$ cat src/rtl/mem_stage_pkg.sv
// ---------------------------------------------------------------------
// mem_stage_pkg: bus widths, field offsets and load-op codes. Rev 1.0
// ---------------------------------------------------------------------
`default_nettype none

package mem_stage_pkg;

  localparam int ES_TO_MS_BUS_WD = 167;
  localparam int MS_TO_WS_BUS_WD = 130;
  localparam int STALL_BUS_WD    = 11;
  localparam int FORWARD_BUS_WD  = 33;

  // EX->MEM bus fields
  localparam int ES_MEM_REQ      = 166;
  localparam int ES_LOAD_OP_LO   = 163;
  localparam int ES_RT_VALUE_LO  = 131;
  localparam int ES_RES_FROM_MEM = 130;

  // MEM->WB payload fields
  localparam int WS_ERET      = 42;
  localparam int WS_EXC       = 41;
  localparam int WS_GR_WE_LO  = 37;
  localparam int WS_DEST_LO   = 32;
  localparam int WS_RESULT_LO = 0;

  typedef enum logic [2:0] {
    LOAD_OP_LW  = 3'd0,
    LOAD_OP_LB  = 3'd1,
    LOAD_OP_LBU = 3'd2,
    LOAD_OP_LH  = 3'd3,
    LOAD_OP_LHU = 3'd4,
    LOAD_OP_LWL = 3'd5,
    LOAD_OP_LWR = 3'd6
  } load_op_e;

endpackage

`default_nettype wire

$ cat src/rtl/mem_load_align.sv
// ---------------------------------------------------------------------
// mem_load_align: load data extraction and rt merge. Rev 1.0
// ---------------------------------------------------------------------
`default_nettype none

module mem_load_align
  import mem_stage_pkg::*;
(
  input  logic [2:0]  load_op,
  input  logic [1:0]  addr,
  input  logic [31:0] data,
  input  logic [31:0] rt_value,
  output logic [31:0] result,
  output logic [3:0]  gr_we
);

  logic [7:0]  byte_sel;
  logic [15:0] half_sel;
  logic [31:0] shifted;

  always_comb begin
    byte_sel = data[{addr, 3'b000} +: 8];
    half_sel = addr[1] ? data[31:16] : data[15:0];
    shifted  = data;
    gr_we    = 4'b1111;
    case (load_op)
      LOAD_OP_LB:  shifted = {{24{byte_sel[7]}}, byte_sel};
      LOAD_OP_LBU: shifted = {24'd0, byte_sel};
      LOAD_OP_LH:  shifted = {{16{half_sel[15]}}, half_sel};
      LOAD_OP_LHU: shifted = {16'd0, half_sel};
      // ~addr == 3-addr for a 2-bit address
      LOAD_OP_LWL: begin
        shifted = data << {~addr, 3'b000};
        gr_we   = 4'b1111 << ~addr;
      end
      LOAD_OP_LWR: begin
        shifted = data >> {addr, 3'b000};
        gr_we   = 4'b1111 >> addr;
      end
      default: shifted = data;
    endcase
    for (int i = 0; i < 4; i++) begin
      result[8*i +: 8] = gr_we[i] ? shifted[8*i +: 8] : rt_value[8*i +: 8];
    end
  end

endmodule

`default_nettype wire

$ cat src/rtl/mem_stage.sv
// ---------------------------------------------------------------------
// mem_stage: pipeline MEM stage between EX and WB. Rev 1.0
// ---------------------------------------------------------------------
`default_nettype none

module mem_stage
  import mem_stage_pkg::*;
(
  input  logic                       clk,
  input  logic                       resetn,
  input  logic                       flush,
  input  logic                       es_to_ms_valid,
  input  logic [ES_TO_MS_BUS_WD-1:0] es_to_ms_bus,
  output logic                       ms_allowin,
  input  logic                       es_mem_inflight,
  input  logic                       data_sram_data_ok,
  input  logic [31:0]                data_sram_rdata,
  input  logic                       ws_allowin,
  output logic                       ms_to_ws_valid,
  output logic [MS_TO_WS_BUS_WD-1:0] ms_to_ws_bus,
  output logic [STALL_BUS_WD-1:0]    stall_ms_bus,
  output logic [FORWARD_BUS_WD-1:0]  forward_ms_bus,
  output logic                       ms_exc_eret
);

  logic                       ms_valid;
  logic [ES_TO_MS_BUS_WD-1:0] payload_r;
  logic                       rdata_buf_valid;
  logic [31:0]                rdata_buf;
  logic [1:0]                 cancel_cnt;

  logic                       mem_req;
  logic [2:0]                 load_op;
  logic [31:0]                rt_value;
  logic                       res_from_mem;
  logic [MS_TO_WS_BUS_WD-1:0] payload;
  logic [31:0]                alu_result;
  logic [3:0]                 gr_we_in;
  logic [4:0]                 dest;

  logic                       resp_ok;
  logic                       ms_ready_go;
  logic                       ms_leave;
  logic [31:0]                load_data;
  logic [31:0]                load_result;
  logic [3:0]                 load_gr_we;
  logic [31:0]                final_result;
  logic [3:0]                 final_gr_we;
  logic                       load_pending;
  logic                       cancel_dec;
  logic [2:0]                 cancel_sum;
  logic [1:0]                 cancel_next;

  assign mem_req      = payload_r[ES_MEM_REQ];
  assign load_op      = payload_r[ES_LOAD_OP_LO +: 3];
  assign rt_value     = payload_r[ES_RT_VALUE_LO +: 32];
  assign res_from_mem = payload_r[ES_RES_FROM_MEM];
  assign payload      = payload_r[MS_TO_WS_BUS_WD-1:0];
  assign alu_result   = payload[WS_RESULT_LO +: 32];
  assign gr_we_in     = payload[WS_GR_WE_LO +: 4];
  assign dest         = payload[WS_DEST_LO +: 5];

  // Responses owed to flushed instructions are swallowed first
  assign resp_ok        = data_sram_data_ok && (cancel_cnt == 2'd0);
  assign ms_ready_go    = !mem_req || rdata_buf_valid || resp_ok;
  assign ms_allowin     = !ms_valid || (ms_ready_go && ws_allowin);
  assign ms_to_ws_valid = ms_valid && ms_ready_go && !flush;
  assign ms_leave       = ms_to_ws_valid && ws_allowin;
  assign load_data      = rdata_buf_valid ? rdata_buf : data_sram_rdata;

  mem_load_align u_align (
    .load_op  (load_op),
    .addr     (alu_result[1:0]),
    .data     (load_data),
    .rt_value (rt_value),
    .result   (load_result),
    .gr_we    (load_gr_we)
  );

  assign final_result = res_from_mem ? load_result : alu_result;
  assign final_gr_we  = res_from_mem ? load_gr_we  : gr_we_in;
  assign load_pending = ms_valid && res_from_mem && !ms_ready_go;

  always_comb begin
    ms_to_ws_bus                       = payload;
    ms_to_ws_bus[WS_GR_WE_LO +: 4]     = final_gr_we;
    ms_to_ws_bus[WS_RESULT_LO +: 32]   = final_result;
  end

  assign stall_ms_bus   = {ms_valid && |final_gr_we, final_gr_we, dest, load_pending};
  assign forward_ms_bus = {ms_valid && !(res_from_mem && !ms_ready_go), final_result};
  assign ms_exc_eret    = ms_valid && (payload[WS_EXC] || payload[WS_ERET]);

  // On flush, count the MEM and EX requests whose responses are still owed
  assign cancel_dec  = data_sram_data_ok && (cancel_cnt != 2'd0);
  assign cancel_sum  = {1'b0, cancel_cnt}
                     + {2'b00, flush && ms_valid && mem_req && !rdata_buf_valid}
                     + {2'b00, flush && es_mem_inflight}
                     - {2'b00, cancel_dec};
  assign cancel_next = (cancel_sum > 3'd3) ? 2'd3 : cancel_sum[1:0];

  always_ff @(posedge clk or negedge resetn) begin
    if (!resetn) begin
      ms_valid        <= 1'b0;
      payload_r       <= '0;
      rdata_buf_valid <= 1'b0;
      rdata_buf       <= 32'd0;
      cancel_cnt      <= 2'd0;
    end else begin
      if (flush) begin
        ms_valid <= 1'b0;
      end else if (ms_allowin) begin
        ms_valid <= es_to_ms_valid;
      end
      if (es_to_ms_valid && ms_allowin) begin
        payload_r <= es_to_ms_bus;
      end
      if (flush || ms_leave) begin
        rdata_buf_valid <= 1'b0;
      end else if (ms_valid && mem_req && resp_ok && !ws_allowin) begin
        rdata_buf_valid <= 1'b1;
        rdata_buf       <= data_sram_rdata;
      end
      cancel_cnt <= cancel_next;
    end
  end

endmodule

`default_nettype wire

$ cat config.mk
export PLATFORM = sky130hd
export DESIGN_NAME = mem_stage
export DESIGN_NICKNAME = d
export VERILOG_FILES = /design/src/rtl/mem_stage_pkg.sv /design/src/rtl/mem_load_align.sv /design/src/rtl/mem_stage.sv
export SDC_FILE = /design/constraint.sdc
export NUM_CORES = 1
export LEC_CHECK = 0
export CORE_ASPECT_RATIO = 0.9
export CORE_MARGIN = 5
export CORE_UTILIZATION = 42
export DETAILED_ROUTE_END_ITERATION = 12
export PLACE_DENSITY_LB_ADDON = 0.08
export SETUP_SLACK_MARGIN = 0.4
export SYNTH_ARGS = -nofsm -noshare
export SYNTH_HDL_FRONTEND = slang
export SYNTH_SLANG_ARGS = --single-unit
$ cat constraint.sdc
create_clock -name clk -period 2.98 [get_ports clk]
set_input_delay 0.596 -clock clk [delete_from_list [all_inputs] [get_ports clk]]
set_output_delay 0.596 -clock clk [all_outputs]
set_load 0.01 [all_outputs]
==> flow_summary_export.csv <==
group,metric,value,unit
route,routed_via_density,5.33,
critical_path,critPathMaxStageDelay,0.46,ns
power,p_leak,7.50,nW
grt,grt_max_degree,88,
clock_tree,clkSinkCount,203,
floorplan,io_pins,383,
clock_tree,cts_buffer_depth,3,
placed_design,gp_congestion,0.892,
timing,period_share,1.15,
placed_design,port_buffers,382,
route,drt_first_pass_iters,7,
final_layout,nets,1655,
clock_tree,clk_latency,0.53,ns
logic_synthesis,ys_seq_area_frac,0.437,
grt,overflow,0,
final_layout,n_antenna_cell,0,
critical_path,start_kind,"flop",
run_status,status,"finished with violations",
placed_design,hpwl,30700,um
min_path,min_path_type,"input port to async pin",
logic_synthesis,async_reset_ff_frac,1.00,
route,wl_per_cell,22.2,um
critical_path,critical_path_arrival,2.84,ns
clock_tree,clk_pin_slew,0.06,ns
timing,slew_violations,0,
floorplan,rows,57,
timing,tightestPinTransition,0.712,ns
critical_path,critPathMaxFanout,12,
final_layout,nFillCells,2195,
timing,whs,0.0902,ns
grt,antenna_found_initial,1,
route,drc_errors,0,
critical_path,path_delay_family,"buffers and inverters",
grt,grt_pass1_vias,10360,
route,via_count,9686,
timing,fin_skew,0.0138,ns
critical_path,crit_path_cell_trace,"buf_4 > buf_16 > mux2i_2 > mux4_2 > nor2_2 > a2111oi_2 > buf_4 > o22ai_4 > dlygate4sd2_1",
timing,fin_tns_setup,-23.57,ns
critical_path,cp.required,2.38,ns
clock_tree,cts_max_level,1,
logic_synthesis,synth_edf_count,0,
grt,grt_usage,0.249,
placed_design,placed_area,16100,sq um
flow_run,maxCapViolCount,0,
timing,min_period,3.44,ns
logic_synthesis,yosysWarnings,0,
route,routed_wl,40200,um
critical_path,cpMostUsedCell,"buf_4",
floorplan,initial_core_util,0.428,
final_layout,post_route_cells_drive_above_1_share,0.440,
logic_synthesis,netlist_instances,1029,
critical_path,critPathBufInv,4,
clock_tree,ctsHoldBuffers,0,
clock_tree,cts_inserted_buffers,24,
floorplan,die_area,31100,sq um
final_layout,stdcell_count,1817,
run_status,violations,"setup timing",
placed_design,place_inst,1733,
logic_synthesis,ys_seq_elements,203,
power,max-vdd-ir-drop,0.000463,V
critical_path,worstSetupPathType,"flop to primary output",
floorplan,die_y,168,um
logic_synthesis,syn_area,11600,sq um
floorplan,core-area,27200,sq um
logic_synthesis,mappedNetlistNets,1238,
timing,finalSetupViolCount,66,
power,power_density,599,nW/um^2
route,drt_iter0_markers,616,
final_layout,areaGrowthSynthToFinish,53.5,%
timing,final_hold_viol_count,0,
grt,grt_pass1_wl,61100,um
final_layout,fin_util,0.657,
critical_path,endpoint_kind,"primary output",
logic_synthesis,synth_cell_types,53,
timing,max_slew_margin,0.525,
critical_path,crit_slowest_cell,"dfrtp_2",
route,antenna_left,0,
timing,timing.fmax,291,MHz
logic_synthesis,synth_ff_type,"dfrtp_1",
placed_design,pre_cts_slack,-1.11,ns
timing,setup_ws,-0.456,ns
floorplan,die_x,185,um
logic_synthesis,syn-mean-instance-area,11.3,sq um
power,finalPower,10.7,mW
clock_tree,cts-root-buf,"clkbuf_16",
clock_tree,cts_tree,"yes",
final_layout,design_area,17800,sq um
timing,rsz0062_at_grt,"true",
[cell type report]
class                      count  area (sq um)  area share
multi-input combinational    605          5870       0.329
timing repair buffer         591          5570       0.312
sequential                   203          5090       0.285
clock buffer                  35           672      0.0377
tap                          354           443      0.0248
clock inverter                 8           129     0.00722
inverter                      21          78.8     0.00442
[final timing paths]
path	startpoint	to	slack, ns	depth (start not counted)
hold reg to reg	payload_r[55]	payload_r[55]	0.50	1
min in group clk	payload_r[55]	payload_r[55]	0.50	1
setup / recovery	payload_r[0]	forward_ms_bus[1]	-0.46	9
setup reg to reg	rdata_buf_valid	cancel_cnt[1]	0.55	10
max in group asynchronous	resetn	payload_r[165]	2.06	2
hold / removal	resetn	rdata_buf[28]	0.09	1
[cell usage after synthesis, types with 2 or more instances]
library cell  number  area share
a22oi_1           17       0.011
nand2_1           33       0.011
a211oi_1           2      0.0013
nor2b_1           12      0.0065
or2_2              2      0.0011
dfrtp_1          203        0.44
a21o_1             3      0.0019
nand3_1           12      0.0052
a2111oi_0          8      0.0060
o21ai_0           46       0.020
nand4_1            2      0.0011
inv_1             20      0.0065
o21ai_1           11      0.0047
buf_2             29       0.012
buf_1              8      0.0026
and3_1             6      0.0032
buf_4            137       0.088
and3b_1            2      0.0015
mux2i_1           36       0.031
a21boi_0           2      0.0013
o21a_1             2      0.0013
and2_1             5      0.0027
mux2_2           217        0.21
fa_1               2      0.0034
nor2_1            43       0.014
o311ai_0           7      0.0053
o221ai_1          12      0.0090
o22ai_1           22       0.012
a311oi_1           8      0.0060
o31a_1             7      0.0053
clkbuf_1          24      0.0077
a31oi_1            2      0.0011
nor3b_1            2      0.0013
a21oi_1           21      0.0090
nor3_1            14      0.0060
mux4_2            14       0.027
nand2b_1          16      0.0086
o32ai_1            5      0.0038
[sequential cells by signal, summed over array words and instances, names as in the netlist]
register / count
payload_r: 167
rdata_buf: 32
cancel_cnt: 2
ms_valid: 1
rdata_buf_valid: 1
[cell families (layout without fill, tap and decap cells)]
| family | after synthesis | in the layout | share of synthesized area |
|---|---|---|---|
| compound gates | 180 | 180 | 0.104 |
| xor+xnor | 1 | 1 | 0.000753 |
| fa+ha+maj | 3 | 3 | 0.00452 |
| buf+inv | 221 | 655 | 0.120 |
| flops | 203 | 203 | 0.437 |
| mux | 267 | 267 | 0.268 |
| simple gates | 154 | 154 | 0.0651 |
[routing by layer]
layer	up-vias	track usage	wire length (um)
met1	4805	0.307	15800
met2	376	0.429	20000
li1	4434	-	-
met4	2	0.0743	1310
met5	-	0	13
met3	69	0.0630	3140
[placed cells by master (no fill, tap or decap), types with 19 or more instances in the layout]
cell type,n
buf_12,19
buf_2,40
buf_4,165
buf_6,46
clkbuf_16,25
clkdlybuf4s50_1,304
dfrtp_1,197
inv_1,20
mux2_2,210
mux2i_1,29
nand2_1,27
nor2_1,36
o21ai_0,40
[where the power goes]
part           internal, mW  switching, mW  leakage (nW)
clock network          1.82           1.18         0.388
logic                  2.32           1.91          4.68
registers              3.18          0.273          2.44
total                  7.33           3.37          7.50
[repair_timing]
| action | CTS | global route |
|---|---|---|
| buffers inserted | 29 | 10 |
| pin swaps | 39 | 29 |
| resized for setup | 403 | 71 |
| setup endpoints to repair | 77 | 75 |
| cloned | 1 | 1 |
(Power assumes the default switching activity.)
